`config.mk`:
```
export PLATFORM = sky130hd
export DESIGN_NAME = pipeline_sequencer
export DESIGN_NICKNAME = d
export VERILOG_FILES = /design/src/rtl/pipeline_sequencer_pkg.sv /design/src/rtl/pipeline_sequencer_hazard_detect.sv /design/src/rtl/pipeline_sequencer.sv
export SDC_FILE = /design/constraint.sdc
export NUM_CORES = 1
export LEC_CHECK = 0
export ABC_AREA = 1
export CAP_MARGIN = 20
export CORE_MARGIN = 2
export CORE_UTILIZATION = 50
export CTS_CLUSTER_SIZE = 20
export DETAILED_ROUTE_END_ITERATION = 10
export DONT_BUFFER_PORTS = 1
export PLACE_DENSITY = 0.68
export SLEW_MARGIN = 25
export SYNTH_ARGS = -nofsm -noshare
export SYNTH_HDL_FRONTEND = slang
export SYNTH_SLANG_ARGS = --single-unit
```
`constraint.sdc`:
```
create_clock -name i_clk -period 1.4 [get_ports i_clk]
set_input_delay 0.28 -clock i_clk [delete_from_list [all_inputs] [get_ports i_clk]]
set_output_delay 0.28 -clock i_clk [all_outputs]
set_load 0.05 [all_outputs]
```
`src/rtl/pipeline_sequencer_pkg.sv`:
```
// Shared definitions for the pipeline sequencer: FSM state encodings and widths.
// Encodings are visible on o_state, so their values are fixed at 0..4.
package pipeline_sequencer_pkg;

    localparam int STATE_W = 3;

    typedef enum logic [STATE_W-1:0] {
        ST_IDLE  = 3'd0,
        ST_RUN   = 3'd1,
        ST_STEP  = 3'd2,
        ST_DRAIN = 3'd3,
        ST_DONE  = 3'd4
    } state_t;

endpackage

```
`src/rtl/pipeline_sequencer_hazard_detect.sv`:
```
// Load-use hazard compare between the load in EX and the source registers in ID.
// Latency: combinational. Backpressure: none, the stall output is itself the backpressure.
module hazard_detect #(
    parameter int NB_REG = 5
) (
    input  logic              idex_mem_read,
    input  logic [NB_REG-1:0] idex_rt,
    input  logic [NB_REG-1:0] ifid_rs,
    input  logic [NB_REG-1:0] ifid_rt,
    output logic              stall
);

    // r0 is hardwired zero, so a load into it never creates a dependency.
    assign stall = idex_mem_read && (idex_rt != '0) &&
                   ((idex_rt == ifid_rs) || (idex_rt == ifid_rt));

endmodule

```
`src/rtl/pipeline_sequencer.sv`:
```
// Debug-controlled sequencer for the 5-stage pipeline; drives PC/IF-ID/ID-EX enables and flushes.
// Latency: outputs combinational from state and hazards; state changes one cycle after its cause.
// Backpressure: load-use stall holds PC and IF/ID; PIPE_CYCLE_COUNT_EN adds the enabled-cycle counter.
module pipeline_sequencer
    import pipeline_sequencer_pkg::*;
#(
    parameter int NB_REG       = 5,
    parameter int DRAIN_CYCLES = 3,
    parameter int CNT_W        = 32
) (
    input  logic              i_clk,
    input  logic              i_rst,
    input  logic              i_dbg_run,
    input  logic              i_dbg_step,
    input  logic              i_halt_id,
    input  logic              i_idex_mem_read,
    input  logic [NB_REG-1:0] i_idex_rt,
    input  logic [NB_REG-1:0] i_ifid_rs,
    input  logic [NB_REG-1:0] i_ifid_rt,
    input  logic              i_branch_taken,
    output logic              o_pc_en,
    output logic              o_ifid_en,
    output logic              o_ifid_flush,
    output logic              o_idex_flush,
    output logic              o_pipe_en,
    output logic [STATE_W-1:0] o_state,
    output logic              o_done,
    output logic [CNT_W-1:0]  o_cycle_count
);

    localparam int DCNT_W = (DRAIN_CYCLES > 1) ? $clog2(DRAIN_CYCLES) : 1;

    state_t            state;
    logic [DCNT_W-1:0] drain_cnt;
    logic              step_q;
    logic              step_edge;
    logic              stall;

    hazard_detect #(.NB_REG(NB_REG)) u_hazard (
        .idex_mem_read (i_idex_mem_read),
        .idex_rt       (i_idex_rt),
        .ifid_rs       (i_ifid_rs),
        .ifid_rt       (i_ifid_rt),
        .stall         (stall)
    );

    assign step_edge = i_dbg_step & ~step_q;

    always_ff @(posedge i_clk) begin
        if (i_rst) begin
            state     <= ST_IDLE;
            drain_cnt <= '0;
            step_q    <= 1'b0;
        end else begin
            step_q <= i_dbg_step;
            case (state)
                ST_IDLE: begin
                    if (i_dbg_run)
                        state <= ST_RUN;
                    else if (step_edge)
                        state <= ST_STEP;
                end
                ST_RUN: begin
                    if (i_halt_id && !stall) begin
                        state     <= ST_DRAIN;
                        drain_cnt <= DCNT_W'(DRAIN_CYCLES - 1);
                    end
                end
                ST_STEP: begin
                    // A stalled step is still consumed; the next step retries the held instruction.
                    if (i_halt_id && !stall) begin
                        state     <= ST_DRAIN;
                        drain_cnt <= DCNT_W'(DRAIN_CYCLES - 1);
                    end else begin
                        state <= ST_IDLE;
                    end
                end
                ST_DRAIN: begin
                    if (drain_cnt == '0)
                        state <= ST_DONE;
                    else
                        drain_cnt <= drain_cnt - DCNT_W'(1);
                end
                ST_DONE: state <= ST_DONE;
                default: state <= ST_IDLE;
            endcase
        end
    end

    always_comb begin
        o_pc_en      = 1'b0;
        o_ifid_en    = 1'b0;
        o_ifid_flush = 1'b0;
        o_idex_flush = 1'b0;
        o_pipe_en    = 1'b0;
        if (!i_rst) begin
            case (state)
                ST_RUN, ST_STEP: begin
                    o_pipe_en = 1'b1;
                    if (stall) begin
                        o_idex_flush = 1'b1;
                    end else begin
                        o_pc_en      = 1'b1;
                        o_ifid_en    = 1'b1;
                        o_ifid_flush = i_branch_taken;
                    end
                end
                ST_DRAIN: begin
                    // PC frozen at HALT; NOPs are fed in behind it while older work retires.
                    o_ifid_en    = 1'b1;
                    o_ifid_flush = 1'b1;
                    o_pipe_en    = 1'b1;
                end
                default: ;
            endcase
        end
    end

    assign o_state = state;
    assign o_done  = (state == ST_DONE);

`ifdef PIPE_CYCLE_COUNT_EN
    logic [CNT_W-1:0] cycle_cnt;

    always_ff @(posedge i_clk) begin
        if (i_rst)
            cycle_cnt <= '0;
        else if (o_pipe_en)
            cycle_cnt <= cycle_cnt + CNT_W'(1);
    end

    assign o_cycle_count = cycle_cnt;
`else
    assign o_cycle_count = '0;
`endif

endmodule

```
* Word-level counts from Yosys, hierarchy flattened *
Index checks and enable logic that the tools add are counted.
Widths: inputs -> output; s select.

storage, ports and cells
  flip-flop bits (word level) = 6
  output and inout bits = 41
  word-level logic and storage cells = 52

operators by class
  add/subtract/negate cells = 1
  eq/ne operators = 11
  multiplexer cells = 22
  bitwise gates (word level) = 2
  reductions and logical operators = 13

operator list
  operator             number
  $pmux 3 s5           1
  $mux 3               4
  $mux 1               11
  $eq 5x5->1           2
  $eq 3x2->1 const B   2
  $mux 2               3
  $ne 2x2->1 const B   3
  $reduce_and 3->1     2
  $reduce_bool 5->1    1
  $pmux 1 s2           2
  $pmux 2 s2           1
  $eq 3x1->1 const B   1
  $eq 3x3->1 const B   1
  $logic_and 1x1->1    3
  $logic_not 3->1      1
  $ne 3x3->1 const B   1
  $reduce_or 3->1      1
  $logic_not 2->1      1
  $ne 2x1->1 const B   1
  $reduce_bool 2->1    1
  $reduce_or 2->1      1
  $sub 2x1->2 const B  1
  $and 1x1->1          1
  $logic_not 1->1      1
  2 further kinds      2

* Longest topological paths before layout *
  depth after elaboration = 7
  depth in mapped cells = 13

* Cells and area by module *
A second synthesis with hierarchy kept.

unflattened totals
  cell total of the unflattened synthesis = 150
  area total of the unflattened synthesis = 864.6 um^2

by module, submodules not included
  module              times used  cells an instance  area an instance (um^2)  seq. area each (um^2)
  pipeline_sequencer  1           105                669.4                    120.1
  hazard_detect       1           45                 195.2                    0.0

* Least setup slack after synthesis *
Ideal clock, no wire load.

  path kind = reg2out
  start point = register state[1], in the netlist o_state[1]
  end point = output port o_ifid_flush
  arrival time = 2.082 ns
  setup slack = -0.962 ns
  stages on the path, launching flop included = 7
  buffers on the path = 0
  cells stage by stage = dfxtp_1 -> inv_1 -> nor3_1 -> or2_4 -> nand2_2 -> a21oi_4 -> o21a_1

on the way
  word-level cells in the longest chain between the ends = 4

RTL lines
  what                                             RTL line                  RTL
  from (decl)                                      pipeline_sequencer.sv:33  state_t state;
  from (signal assigned)                           pipeline_sequencer.sv:51  state <= ST_IDLE;
  from (signal assigned)                           pipeline_sequencer.sv:59  state <= ST_RUN;
  from (signal assigned)                           pipeline_sequencer.sv:61  state <= ST_STEP;
  $eq 3x1->1 / $eq 3x2->1 (equally long branches)  pipeline_sequencer.sv:97  case (state)
  $reduce_or 2->1 (no source line)                 -
  $pmux 1 s2 *                                     pipeline_sequencer.sv:97
  $mux 1 *                                         pipeline_sequencer.sv:96  if (!i_rst) begin
  to (decl)                                        pipeline_sequencer.sv:23  output logic o_ifid_flush,

Mark *: on every way between the ends. The rest lies on a longest branch, timed or not.

* Final worst setup path *
  start point = register state[2], in the netlist o_state[2]
  end point = output port o_ifid_flush

Same word-level chain as after synthesis.

==> metrics.sh <==
RUN_STATUS='complete, but fails checks'
VIOLATIONS='negative setup slack'
LATER_PIN_CLOCK_LATENCY_IN_THE_SKEW_REPORT_NS=0.24
GR-TOTAL-OVERFLOW=0
YOSYS.AREA.TOP_TYPE_SHARE=0.269
FINAL_CRITICAL_PATH_SETUP_SLACK_NS=-0.287
CLK_PATH_BUF_DEPTH=2
SYN_TO_FINAL_GROWTH_PCT=22.4
GLOBAL_ROUTE.USAGE.TOTAL=0.168
YS_TOP_CELLS_BY_AREA='sky130_fd_sc_hd__buf_4, sky130_fd_sc_hd__dfxtp_1, sky130_fd_sc_hd__nand2_1'
CRIT-REG2REG-CAPTURE='o_state[0]'
SYNTHESIS.AREA_UM2=892
ROUTE.FINAL.WIRE_LENGTH_MM=1.68
ROWS=15
DRT_PASS1_ITERATIONS=4
REMAINING_DRC_ERRORS=0
MAXIMUM_LEVEL_OF_THE_CTS_H_TREE=1
SYNTH_AREA_LEADER_CELL='sky130_fd_sc_hd__buf_4'
WORSTSETUPPATHTYPE='flop to primary output'
DIE_AREA_MM2=0.00214
HOLD_SLACK_NS=0.0892
SYNTH-WARNING-COUNT=0
NETLIST_INSTANCES=146
TIMING.FINAL.SETUP_VIOLATIONS=6
CTS.CLK_SLEW.WORST_PATHS_NS=0.05
FINAL_NET_COUNT=192
POSTSYNTHAREAPERCELL_UM2=6.11
CELLPOWERDENSITY_mW_PER_MM2=1830
FILLERS=163
REGISTER_AREA_UM2=131
CRITICAL_PATH.REG2REG.STARTPOINT='o_state[0]'
PLACED_CELL_AREA_MM2=0.00101
NUMBER_OF_SINKS_ON_THE_CLOCK_NET=6
SYNTH_CELL_TYPE_COUNT=28
VIA_PER_INST=4.28
CORE_AREA_MM2=0.00171
POSTSYNTHREGISTERBITS=6
CRITICAL_PATH.MAX_FANOUT=4
ANT_NETS=0
FINALMAXSLEWVIOLATIONS=0
HOLD_VIOL_FINAL=0
DIE_HEIGHT_UM=46.2
MULTI_INPUT_COMB_AREA_UM2=608
YS_SEQ_AREA_FRAC=0.135
HPWLAFTERDP_MM=1.46
DRT_ITER0_MARKERS=15
ROUTE.DETAILED.WL_PER_INST_UM=8.74
IR_WORST_VDD_uV=905
TIMING.MAX_CAP.VIOLATIONS=0
LAYOUT.CELLS.NON_FILLER=192
TRITONCTS.NUM_BUFFERS=3
REQUIRED_NS=1.12
END_KIND='primary output'
FIRST_GLOBAL_VIAS=685
WORST_SKEW_NS=0.00277
TIMING.HOLD.WORST_ENDPOINT='o_state[1]'
UNREPAIRED_SETUP_ENDPOINTS_AFTER_GLOBAL_ROUTING='yes'
FMAXACHIEVABLE_MHz=593
MIN_PERIOD_NS=1.69
CTS_TREE='done'
R2R_SETUP_SLACK_NS=0.04
STARTING_DENSITY_OF_THE_CORE=0.522
GRT_FIRST_PASS_WIRELENGTH_MM=2.63
HOLDCRITPATHCLASS='input pin to flop'
CRITPATHARRIVALTIME_NS=1.41
NUMBER_OF_INSTANCES_IN_THE_PLACED_DESIGN=187
CTS.HOLD.BUFFERS_ADDED=0
DESIGN.PORTCOUNT=63
FINAL_AREA_MM2=0.00109
DIE_X_UM=46.2
MIN_DELAY_PATH_DEPTH=1
LEAKAGE_POWER_nW=0.575
MAXIMUM_NUMBER_OF_PINS_ON_ONE_NET_BEFORE_GLOBAL_ROUTE_REPAIR=9
P_TOTAL_mW=2.00
PORT_BUFFERS=0
ANTENNADIODECOUNT=0
WORST_SETUP_PATH_START_KIND='flop'
FINALWEIGHTEDCONGESTION=0.769
HOLD_PATH_STARTPOINT='i_rst'
CTS_ROOT_BUF='sky130_fd_sc_hd__clkbuf_4'
REG2REGPATHDEPTH=9
GRT_ANTENNA_BEFORE_REPAIR=0
DR_TOTAL_VIAS=821
DP_WORST_SETUP_SLACK_NS=-0.105
FINALCRITPERIODSHARE=1.21
FINAL_LAYOUT_SIZE_SUFFIX_GT1_FRAC=0.341
registers in the layout, summed over array words and instances, names as in the netlist:
register,count
drain_cnt,2
o_state,3
step_q,1
metal layers:
metal	up-vias	routed length [um]	GRT usage
met1	359	662	0.207
met3	2	128	0.0118
met5	-	0	0
li1	422	-	-
met4	0	14	0.0857
met2	38	873	0.289
stage by stage:
stage	setup TNS, ns	utilization
6_report	-1.07	0.640
3_5_place_dp	-0.189	0.594
3_3_place_gp	-0.0961	0.594
4_1_cts	-1.11	0.630
2_1_floorplan	-1.22	-
5_1_grt	-1.65	0.640
final cells by class:
cell class | count | area share
clock buffers | 3 | 0.0206
inverters | 25 | 0.0882
multi-input cells | 113 | 0.557
flip-flops and latches | 6 | 0.120
well taps | 25 | 0.0286
repair buffers | 20 | 0.186
kinds of logic after synthesis:
kind of cell | synth area share
adders and majority gates | 0.0140
and+or+nand+nor | 0.366
DFF | 0.135
xor gates and xnor gates | 0.0196
buffers and inverters | 0.379
AOI/OAI and AO/OA | 0.0828
other | 0.00420
what timing repair did:
action / CTS / global route
pin swaps: 4 / 1
hold endpoints to repair: 0 / 0
resized for setup: 7 / 4
endpoints found under the setup margin: 6 / 10
buffers inserted: 2 / 0
cloned: 0 / 0
synthesized netlist by cell type, drive strengths merged:
cell type,instances
o21a,1
xnor2,2
clkinv,1
clkbuf,1
a21oi,5
conb,1
ha,1
nand4,2
nand2,35
dfxtp,6
nand3,6
nor3,5
or2,2
buf,32
inv,24
o21ai,1
nor2,19
o211ai,1
a31oi,1
critical path: stages, from the launching register on:
cell and delay (ns):
sky130_fd_sc_hd__dfxtp_4 0.37, sky130_fd_sc_hd__nor3_4 0.20, sky130_fd_sc_hd__or2_4 0.17, sky130_fd_sc_hd__nand2_4 0.06
sky130_fd_sc_hd__a21oi_4 0.13, sky130_fd_sc_hd__o21a_4 0.24
power by group:
part           total, mW  switching, mW  leakage, nW  internal (mW)
Combinational       1.55          0.952        0.509          0.595
Sequential         0.291         0.0570       0.0514          0.234
Clock              0.160         0.0627       0.0138         0.0970
cells in the final DEF (no fill, tap or decap), drive strengths merged:
cell	Yosys	layout
o21a	1	1
or2	2	2
nor3	5	5
xnor2	2	2
nor2	19	19
ha	1	1
inv	24	24
a21oi	5	5
nand3	6	6
conb	1	32
o21ai	1	1
buf	32	20
nand4	2	2
dfxtp	6	6
clkbuf	1	3
o211ai	1	1
clkinv	1	1
nand2	35	35
a31oi	1	1
how the worst max path moves through the flow:
stage / to / slack [ns] / cells past startpoint / startpoint
floorplan: o_ifid_flush / -0.47 / 6 / o_state[0]
global placement: o_ifid_flush / -0.06 / 10 / i_ifid_rt[0]
detailed placement: o_ifid_flush / -0.11 / 10 / i_ifid_rt[0]
CTS: o_ifid_flush / -0.29 / 6 / o_state[0]
global route: o_ifid_flush / -0.36 / 6 / o_state[0]
finish: o_ifid_flush / -0.29 / 5 / o_state[2]
Note: power is estimated with default switching activity, not from simulation.
